$ cat src/rtl/ugemm_rate_ctrl_if.sv
// rtl/ugemm_rate_ctrl_if.sv - request/result bundle between a unary GEMM window user and its rate controller
interface ugemm_rate_ctrl_if #(
  parameter int WIDTH = 8
);
  logic             i_start;
  logic [WIDTH:0]   i_len;
  logic             i_clear;
  logic             i_bit;
  logic             i_ready;
  logic             o_en;
  logic [WIDTH-1:0] o_randW;
  logic [WIDTH-1:0] o_randW_inv;
  logic             o_busy;
  logic             o_valid;
  logic [WIDTH:0]   o_sum;
  logic [WIDTH:0]   o_len;

  modport master (
    output i_start, i_len, i_clear, i_bit, i_ready,
    input  o_en, o_randW, o_randW_inv, o_busy, o_valid, o_sum, o_len
  );

  modport slave (
    input  i_start, i_len, i_clear, i_bit, i_ready,
    output o_en, o_randW, o_randW_inv, o_busy, o_valid, o_sum, o_len
  );
endinterface

$ cat src/rtl/ugemm_rate_ctrl.sv
// rtl/ugemm_rate_ctrl.sv - sequencer for one rate-coded unary GEMM MAC window
module ugemm_rate_ctrl #(
  parameter int WIDTH = 8,
  parameter int LAT   = 1
) (
  input logic              clk,
  input logic              rst_n,
  ugemm_rate_ctrl_if.slave bus
);
  typedef enum logic [1:0] {IDLE, RUN, DRAIN, DONE} state_t;

  localparam logic [WIDTH:0] FULL_LEN = {1'b1, {WIDTH{1'b0}}};
  localparam logic [LAT-1:0] EN_TAIL  = LAT'(1) << (LAT - 1);

  state_t           state;
  logic [WIDTH-1:0] cnt;
  logic [WIDTH:0]   sum;
  logic [WIDTH:0]   len_q;
  logic [LAT-1:0]   en_d;

  logic [WIDTH:0]   len_in;
  logic [WIDTH-1:0] rev;
  logic             accept;

  assign len_in = (bus.i_len == '0) ? FULL_LEN : bus.i_len;
  assign accept = bus.i_start && ((state == IDLE) || ((state == DONE) && bus.i_ready));

  always_comb begin
    rev = '0;
    for (int i = 0; i < WIDTH; i++) rev[i] = cnt[WIDTH-1-i];
  end

  // cnt stops on the last RUN cycle, so the operand naturally holds through DRAIN/DONE
  assign bus.o_en        = (state == RUN);
  assign bus.o_busy      = (state != IDLE);
  assign bus.o_valid     = (state == DONE);
  assign bus.o_randW     = (state == IDLE) ? '0 : rev;
  assign bus.o_randW_inv = (state == IDLE) ? '0 : ~rev;
  assign bus.o_sum       = sum;
  assign bus.o_len       = len_q;

  always_ff @(posedge clk or negedge rst_n) begin
    if (!rst_n) begin
      state <= IDLE;
      cnt   <= '0;
      sum   <= '0;
      len_q <= '0;
      en_d  <= '0;
    end else if (bus.i_clear) begin
      state <= IDLE;
      cnt   <= '0;
      sum   <= '0;
      en_d  <= '0;
    end else begin
      en_d <= (en_d << 1) | LAT'(state == RUN);
      if (accept) begin
        len_q <= len_in;
        cnt   <= '0;
        sum   <= '0;
        state <= RUN;
      end else begin
        if (en_d[LAT-1]) sum <= sum + (WIDTH+1)'(bus.i_bit);
        case (state)
          RUN: begin
            if ({1'b0, cnt} == len_q - (WIDTH+1)'(1)) state <= DRAIN;
            else cnt <= cnt + WIDTH'(1);
          end
          // the last counted bit is in flight exactly when only the oldest tap is set
          DRAIN: if (en_d == EN_TAIL) state <= DONE;
          DONE:  if (bus.i_ready) state <= IDLE;
          default: ;
        endcase
      end
    end
  end
endmodule

$ cat src/flat_wrapper.sv
// flat-port wrapper written by rule: the top's interface ports become plain ports
module ugemm_rate_ctrl_flat 
#(
  parameter int WIDTH = 8,
  parameter int LAT   = 1
)
  (clk, rst_n, bus_i_start, bus_i_len, bus_i_clear, bus_i_bit, bus_i_ready, bus_o_en, bus_o_randW, bus_o_randW_inv, bus_o_busy, bus_o_valid, bus_o_sum, bus_o_len);
  ugemm_rate_ctrl_if #(.WIDTH(WIDTH)) bus_i ();
  input logic clk;
  input logic rst_n;
  input wire logic [$bits(bus_i.i_start)-1:0] bus_i_start;
  input wire logic [$bits(bus_i.i_len)-1:0] bus_i_len;
  input wire logic [$bits(bus_i.i_clear)-1:0] bus_i_clear;
  input wire logic [$bits(bus_i.i_bit)-1:0] bus_i_bit;
  input wire logic [$bits(bus_i.i_ready)-1:0] bus_i_ready;
  output wire logic [$bits(bus_i.o_en)-1:0] bus_o_en;
  output wire logic [$bits(bus_i.o_randW)-1:0] bus_o_randW;
  output wire logic [$bits(bus_i.o_randW_inv)-1:0] bus_o_randW_inv;
  output wire logic [$bits(bus_i.o_busy)-1:0] bus_o_busy;
  output wire logic [$bits(bus_i.o_valid)-1:0] bus_o_valid;
  output wire logic [$bits(bus_i.o_sum)-1:0] bus_o_sum;
  output wire logic [$bits(bus_i.o_len)-1:0] bus_o_len;
  assign bus_i.i_start = bus_i_start;
  assign bus_i.i_len = bus_i_len;
  assign bus_i.i_clear = bus_i_clear;
  assign bus_i.i_bit = bus_i_bit;
  assign bus_i.i_ready = bus_i_ready;
  assign bus_o_en = bus_i.o_en;
  assign bus_o_randW = bus_i.o_randW;
  assign bus_o_randW_inv = bus_i.o_randW_inv;
  assign bus_o_busy = bus_i.o_busy;
  assign bus_o_valid = bus_i.o_valid;
  assign bus_o_sum = bus_i.o_sum;
  assign bus_o_len = bus_i.o_len;
  ugemm_rate_ctrl #(.WIDTH(WIDTH), .LAT(LAT)) u_core (.clk(clk), .rst_n(rst_n), .bus(bus_i));
endmodule
$ cat config.mk
export PLATFORM = sky130hd
export DESIGN_NAME = ugemm_rate_ctrl_flat
export DESIGN_NICKNAME = d
export VERILOG_FILES = /design/src/rtl/ugemm_rate_ctrl_if.sv /design/src/rtl/ugemm_rate_ctrl.sv /design/src/flat_wrapper.sv
export SDC_FILE = /design/constraint.sdc
export NUM_CORES = 1
export LEC_CHECK = 0
export ABC_CLOCK_PERIOD_IN_PS = 4300
export BUFFER_PORTS_ARGS = -buffer_cell sky130_fd_sc_hd__buf_2
export CELL_PAD_IN_SITES_DETAIL_PLACEMENT = 0
export CELL_PAD_IN_SITES_GLOBAL_PLACEMENT = 1
export CORE_MARGIN = 10
export CORE_UTILIZATION = 40
export CTS_BUF_LIST = sky130_fd_sc_hd__clkbuf_2
export CTS_CLUSTER_DIAMETER = 200
export DETAILED_ROUTE_END_ITERATION = 12
export HOLD_SLACK_MARGIN = 0.1
export PLACE_DENSITY = 0.9
export SLEW_MARGIN = 20
export SYNTH_ARGS = -nofsm -noshare
export SYNTH_HDL_FRONTEND = slang
export SYNTH_SLANG_ARGS = --single-unit
$ cat constraint.sdc
create_clock -name clk -period 4.3 [get_ports clk]
set_clock_uncertainty 0.1 [all_clocks]
set_input_delay 1.075 -clock clk [delete_from_list [all_inputs] [get_ports clk]]
set_output_delay 1.075 -clock clk [all_outputs]
set_load 0.005 [all_outputs]
==> metrics.md, run 1 <==
| Metric | Value |
|---|---|
| CTS Buffer Depth | `2` |
| DR pass1 iterations | `4` |
| H-tree depth | `2` |
| Hold WC Path Type | `reg -> reg` |
| GRT met3 Usage | `0.0496` |
| Clock-pin slew of the registers on the worst-case setup and hold paths | `between 0.15 and 0.2 ns` |
| Antenna Diode Count | `0` |
| Top FF cell, synth | `dfrtp_1` |
| Skew-Pair Late Insertion Delay | `0.37 ns` |
| FMAX | `358 MHz` |
| CP Class | `reg -> reg` |
| Slew HR | `0.458` |
| Hold_buf cts | `0` |
| Total CTS buffers | `5` |
| RSZ-0062 raised after global routing | `false` |
| Post-route cell area | `2230 um^2` |
| Vias | `1675` |
| Synth Area in Compound Gates | `0.134` |
| Largest family of logic cells by synthesized area | `simple AND/OR/NAND/NOR gates` |
| Critical-path cell list | `inv_1 -> ha_1 -> or4b_4 -> nor4_1 -> a41o_2 -> o21ai_0 -> o211ai_1 -> mux2i_1` |
| Worst VDD drop | `~0.18 mV` |
| # Max-Cap Violations | `0` |
| Synth Area in Adders | `0.0267` |
| Post-synthesis xor/xnor area fraction | `0.0935` |
| DRC viols | `0` |
| Actual transition at the worst max-transition pin | `just over 0.8 ns` |
| Gates resized, CTS repair | `0` |
| Synth async-reset ratio | `1.00` |
| Congestion Overflow GR | `0` |
| Maximum single-stage delay on the critical path | `~0.52 ns` |
| Post-Syn Area | `between 1500 and 2000 um^2` |
| Status | `completed` |
| Clock tree sinks | `29` |
| Post-CTS Setup Bufs | `0` |
| Final Max Tran Viols | `0` |
| Post-synthesis mux area share | `0.0734` |
| Initial Utilization | `0.422` |
| Leakage power | `around 1.1 nW` |
| Slowest cell on the critical path | `or4b_4` |
| Die W | `88.5 um` |
| Worst-path maximum fanout | `9` |
| Worst Path Arrival | `between 2 and 3 ns` |
| Total Neg Setup Slack | `0 ns` |
| Number of synthesis warnings | `0` |
| CP required | `between 4 and 5 ns` |
| Area grow syn2layout | `18.9%` |
| Fraction of layout cells with a size suffix above 1 | `0.283` |
| CP Capture Type | `flip-flop` |
| DP HPWL | `around 3.6 mm` |
| DP Area | `approximately 2200 um^2` |
| Power Density | `~320 nW/um^2` |
| Root buf cell | `clkbuf_2` |
| Initial DRC count | `95` |
| Post-Synthesis Cells | `between 200 and 250` |
| FF+latch count, synth | `29` |
| Global placement routability congestion | `roughly 0.8` |
| Final Hold Viols | `0` |
| Vias/cell | `5.40` |
| Routed Antenna Nets | `0` |
| Final setup fails | `0` |
| Buffers on Ports | `slightly above 50` |
| Met1 global-route usage | `0.153` |
| Post-synth EDFFs | `0` |
| Critical Path Source Type | `flip-flop` |
| Met2 GRT Util | `0.186` |
| All-Layer GR Usage | `0.122` |
| Synth cell types | `42` |
| Min Tclk post-route | `about 2.8 ns` |
| Most Crowded Layer GR | `met2` |
| Initial antenna violation count | `0` |
| Largest net degree at the start of global routing | `30` |
| Vias in the first global route | `around 1600` |
| Synth Area in Simple Gates | `0.257` |
| Die Ht | `slightly below 90 um` |
| Final Cycle Share | `0.649` |
| Drt wl/cell | `15.0 um` |
| CTS tree | `done` |
| Global-route wire length before repair | `7.69 mm` |
| DIE AREA | `roughly 7800 um^2` |
| Sequential area share after synthesis | `0.387` |
| Core Region | `4440 um^2` |
| Syn Nets | `227` |
| WL final | `between 4 and 5 mm` |
| Site Rows | `24` |
| Avg Cell Area, Syn | `9.01 um^2` |
| Nets | `276` |
| Ports | `52` |
| Finished Core Util | `0.501` |
## worst max-delay path, delay by kind of cell (launching register included)
family | cells | cell delay (ns)
and+or+nand+nor | 2 | 0.97
AOI/OAI and AO/OA | 3 | 0.56
DFF | 1 | 0.50
adders and majority gates | 1 | 0.29
muxes | 1 | 0.20
buffers and inverters | 1 | 0.12
## synthesized netlist by cell type, drive strengths merged (2+ instances only)
library cell | n | area share
a2111oi | 2 | 0.013
o211ai | 2 | 0.0080
nor4 | 6 | 0.020
ha | 4 | 0.027
o21bai | 2 | 0.0080
nor2 | 26 | 0.052
dfrtp | 29 | 0.39
clkbuf | 10 | 0.020
nand3 | 4 | 0.011
nand4 | 6 | 0.020
nor3 | 5 | 0.013
nand2 | 17 | 0.034
a21oi | 8 | 0.021
inv | 4 | 0.0080
xor2 | 12 | 0.056
and3 | 3 | 0.010
mux2 | 6 | 0.036
mux2i | 7 | 0.037
nand2b | 10 | 0.033
a211oi | 3 | 0.012
nor2b | 9 | 0.030
o21ai | 6 | 0.016
xnor2 | 8 | 0.037
or3 | 2 | 0.0067
and2 | 2 | 0.0073
## metal layers
metal / part of all wire / vias up
li1: - / 830
met1: 0.46 / 777
met2: 0.43 / 63
met3: 0.095 / 5
met4: 0.014 / 0
met5: 0 / -
## cell type report
cell class | instances | area [um^2]
flip-flops and latches | 29 | 726
repair buffers | 52 | 263
fillers | 439 | 2220
multi-input cells | 165 | 1100
clock inverters | 2 | 33.8
inverters | 4 | 15.0
clock buffers | 6 | 30.0
well taps | 52 | 65.1
## placed cells by master, fill, tap and decap left out, drive strengths merged, types with 5 or more instances in the layout
master | Yosys | layout
a21oi | 8 | 8
mux2i | 7 | 7
nand2b | 10 | 10
nand4 | 6 | 6
xnor2 | 8 | 8
mux2 | 6 | 6
clkbuf | 10 | 6
nor2 | 26 | 26
xor2 | 12 | 12
dfrtp | 29 | 29
nor3 | 5 | 5
nor2b | 9 | 9
nand2 | 17 | 17
o21ai | 6 | 6
nor4 | 6 | 6
buf | 0 | 52
## cell families (layout without fill, tap and decap cells)
kind of cell,Yosys count,count (layout)
and+or+nand+nor,94,94
DFF,29,29
xor gates and xnor gates,20,20
AOI/OAI and AO/OA,34,34
buffers and inverters,14,64
adders and majority gates,4,4
muxes,13,13
## through the flow
step	instances	total power [mW]	worst slack [ns]	hold slack, ns
finish	310	0.722	1.51	0.479
global route	310	0.768	1.31	0.517
CTS	310	0.728	1.54	0.486
detailed placement	302	0.526	1.53	0.447
global placement	302	0.523	1.54	0.419
floorplan	208	0.457	1.70	0.428
## registers in the layout, summed over array words and instances (netlist names)
signal,count
u_core.cnt,8
u_core.state,2
u_core.bus.o_sum,9
u_core.bus.o_len,9
u_core.en_d,1
## final timing paths
kind | cells after the start | from | slack, ns | endpoint
max in group asynchronous | 1 | rst_n | 3.07 | u_core.bus.o_len[7]
hold reg to reg | 2 | u_core.bus.o_sum[8] | 0.48 | u_core.bus.o_sum[8]
setup / recovery | 8 | u_core.bus.o_len[0] | 1.51 | u_core.cnt[2]
hold / removal | 2 | u_core.bus.o_sum[8] | 0.48 | u_core.bus.o_sum[8]
min in group asynchronous | 1 | rst_n | 0.59 | u_core.state[0]
setup reg to reg | 8 | u_core.bus.o_len[0] | 1.51 | u_core.cnt[2]
## power by group
part / switching [mW] / total, mW / internal [mW]
registers: 0.0413 / 0.334 / 0.293
clock network: 0.102 / 0.202 / 0.0993
logic: 0.0982 / 0.187 / 0.0885
total: 0.242 / 0.722 / 0.480
(Power assumes the default switching activity.)
==> run 2: changes to the inputs <==
--- a/config.mk
+++ b/config.mk
@@ -5,17 +5,17 @@
 export SDC_FILE = /design/constraint.sdc
 export NUM_CORES = 1
 export LEC_CHECK = 0
-export ABC_CLOCK_PERIOD_IN_PS = 4300
+export ABC_CLOCK_PERIOD_IN_PS = 2500
 export BUFFER_PORTS_ARGS = -buffer_cell sky130_fd_sc_hd__buf_2
 export CELL_PAD_IN_SITES_DETAIL_PLACEMENT = 0
 export CELL_PAD_IN_SITES_GLOBAL_PLACEMENT = 1
 export CORE_MARGIN = 10
-export CORE_UTILIZATION = 40
+export CORE_UTILIZATION = 36
 export CTS_BUF_LIST = sky130_fd_sc_hd__clkbuf_2
 export CTS_CLUSTER_DIAMETER = 200
 export DETAILED_ROUTE_END_ITERATION = 12
 export HOLD_SLACK_MARGIN = 0.1
-export PLACE_DENSITY = 0.9
+export PLACE_DENSITY = 0.86
 export SLEW_MARGIN = 20
 export SYNTH_ARGS = -nofsm -noshare
 export SYNTH_HDL_FRONTEND = slang
==> constraint.sdc (replaced) <==
create_clock -name clk -period 2.5 [get_ports clk]
set_clock_uncertainty 0.1 [all_clocks]
set_input_delay 0.625 -clock clk [delete_from_list [all_inputs] [get_ports clk]]
set_output_delay 0.625 -clock clk [all_outputs]
set_load 0.005 [all_outputs]
==> run 2 against run 1 <==
  * Cell count is 11% higher
  * Highest routed layer unchanged
  * Count of clock-buffer cells in the layout unchanged
  * Non-clock buffer count rose by 15
  * Via count is 2.9% higher
  * Critical path depth is the same
  * Flip-flop and latch count is the same
==> metrics.md, run 2 (synthesized netlist as in run 1, its figures left out) <==
| Metric | Value |
|---|---|
| Most frequent cells in the layout | `buf_2, dfrtp_1, nor2_1, nand2_1, buf_4` |
| Worst Path Arrival | `2.64 ns (-0.35 ns)` |
| Power Density | `550 nW/um^2 (+70%)` |
| Total power | `1.34 mW (+86%)` |
| Initial Utilization | `0.369 (-0.0524)` |
| Crit. Startpoint | `u_core.bus.o_len[0]` |
| Leakage power | `1.15 nW (+7.9%)` |
| Initial antenna violation count | `0 (unchanged)` |
| Largest net degree at the start of global routing | `30 (unchanged)` |
| Post-Place Cells | `335 (+11%)` |
| Sw frac | `0.340 (+0.00544)` |
| Global placement routability congestion | `0.805 (-0.16%)` |
| Reg2reg setup slack | `0.06 ns (-1.45 ns)` |
| Die W | `92.2 um (+4.2%)` |
| Slew HR | `0.561 (+0.103)` |
| Die Ht | `92.2 um (+4.2%)` |
| Skew-Pair Late Insertion Delay | `0.36 ns (about the same)` |
| Routed Antenna Nets | `0 (unchanged)` |
| Global-route wire length before repair | `8.39 mm (+9.1%)` |
| Ports | `52 (unchanged)` |
| All-Layer GR Usage | `0.119 (-0.00285)` |
| Comb pwr share | `0.335 (+0.076)` |
| Drt wl/cell | `15.1 um (+0.39%)` |
| Hold WC Path Type | `in -> async` |
| FMAX | `410 MHz (+14%)` |
| Final Max Tran Viols | `0 (unchanged)` |
| CP Capture Type | `flip-flop` |
| Final setup fails | `0 (unchanged)` |
| Vias | `1723 (+2.9%)` |
| Final Cycle Share | `0.975 (+0.326)` |
| Register area | `726 um^2 (unchanged)` |
| Congestion Overflow GR | `0 (unchanged)` |
| Vias in the first global route | `1711 (+7.1%)` |
| WL final | `5.18 mm (+11%)` |
| Clock tree sinks | `29 (unchanged)` |
| CP Class | `reg -> reg` |
| Post-route cell area | `2440 um^2 (+9.5%)` |
| Critical Path Source Type | `flip-flop` |
| DIE AREA | `8490 um^2 (+8.6%)` |
| RSZ-0062 raised after global routing | `true` |
| Area grow syn2layout | `30.2%` |
| CTS tree | `done` |
| Multi-input gate area | `1170 um^2 (+7.1%)` |
| Net Switching | `456 uW (+89%)` |
| DRC viols | `0 (unchanged)` |
| Status | `completed` |
| DP HPWL | `3.87 mm (+7.6%)` |
| Worst-path maximum fanout | `5 (-4)` |
| Reg-to-reg startpoint | `u_core.bus.o_len[0]` |
| Non-Filler Instances | `343 (+11%)` |
| # Max-Cap Violations | `0 (unchanged)` |
| Fill cell count | `504 (+15%)` |
| Vias/cell | `5.02 (-7.0%)` |
| WHS | `0.158 ns (-0.321 ns)` |
| CTS Buffer Depth | `2 (unchanged)` |
| Total CTS buffers | `5 (unchanged)` |
| Pint | `885 uW (+84%)` |
| Buffers on Ports | `51 (unchanged)` |
| Fraction of layout cells with a size suffix above 1 | `0.355 (+0.0724)` |
| Root buf cell | `clkbuf_2` |
| Final Hold Viols | `0 (unchanged)` |
| Sequential group share of total power | `0.408 (-0.054)` |
| DR pass1 iterations | `4 (unchanged)` |
| DP Area | `2310 um^2 (+6.6%)` |
| Actual transition at the worst max-transition pin | `0.658 ns (-0.152 ns)` |
| Antenna Diode Count | `0 (unchanged)` |
| Clock-pin slew of the registers on the worst-case setup and hold paths | `0.16 ns (about the same)` |
| Initial DRC count | `90 (-5.3%)` |
| Most common cell after layout, fill and taps aside | `buf_2` |
| Nets | `291 (+5.4%)` |
| CP required | `2.70 ns (-1.81 ns)` |
| Clock power frac | `0.257 (-0.022)` |
| Core Region | `5070 um^2 (+14%)` |
| H-tree depth | `2 (unchanged)` |
| Min Tclk post-route | `2.44 ns (-0.351 ns)` |
| Site Rows | `26 (+8.3%)` |
| Worst VDD drop | `0.333 mV (+89%)` |
| Total Neg Setup Slack | `0 ns (unchanged)` |
run 2: cell count changes in the layout (fill, tap and decap cells not counted), sizes merged:
cell,before,now
buf,52,67
run 2: per-layer routing:
layer | wire length, um | GRT usage | vias to the layer above | share of wire
met5 | 0 | 0 | - | 0
met4 | 66 | 0.0334 | 0 | 0.013
met3 | 356 | 0.0473 | 6 | 0.069
met2 | 2270 | 0.175 | 49 | 0.44
met1 | 2480 | 0.158 | 805 | 0.48
li1 | - | - | 863 | -
run 2: worst paths after layout:
path,endpoint,cells after the start
setup / recovery,u_core.cnt[7],8
max in group asynchronous,u_core.bus.o_len[1],1
hold reg to reg,u_core.bus.o_sum[0],2
setup reg to reg,u_core.cnt[7],8
min in group clk,u_core.en_d,2
hold / removal,u_core.bus.o_sum[8],1
run 2: stage by stage:
| stage | util | setup WS, ns |
|---|---|---|
| final | 0.481 | 0.0620 |
| after global routing | 0.481 | -0.0499 |
| after CTS | 0.467 | 0.0105 |
| after detailed placement | 0.455 | 0.0637 |
| after global placement | 0.455 | 0.138 |
| after floorplan | - | 0.00227 |
run 2: area by class of cell:
cell class | instances | area share
clock inverter | 2 | 0.0138
timing repair buffer | 67 | 0.154
tap | 70 | 0.0359
clock buffer | 6 | 0.0123
inverter | 4 | 0.00615
sequential | 29 | 0.297
multi-input combinational | 165 | 0.481
run 2: worst max-delay path: stages (launching register included):
cell	delay, ns
dfrtp_1	0.42
inv_2	0.08
ha_4	0.15
or4b_4	0.51
xor2_2	0.18
a41oi_2	0.27
a21boi_4	0.12
a2111oi_4	0.31
mux2i_1	0.22
run 2: power by group through the flow:
stage	combinational, mW	clock [mW]	sequential, mW
floorplan	0.233	0	0.558
global placement	0.408	0	0.551
detailed placement	0.414	0	0.554
CTS	0.416	0.360	0.545
global route	0.505	0.385	0.554
finish	0.449	0.345	0.548
run 2: repair_timing:
item,CTS,global route
gates resized for setup,0,13
setup endpoints to repair,0,9
hold buffers,0,0
buffers inserted,0,0
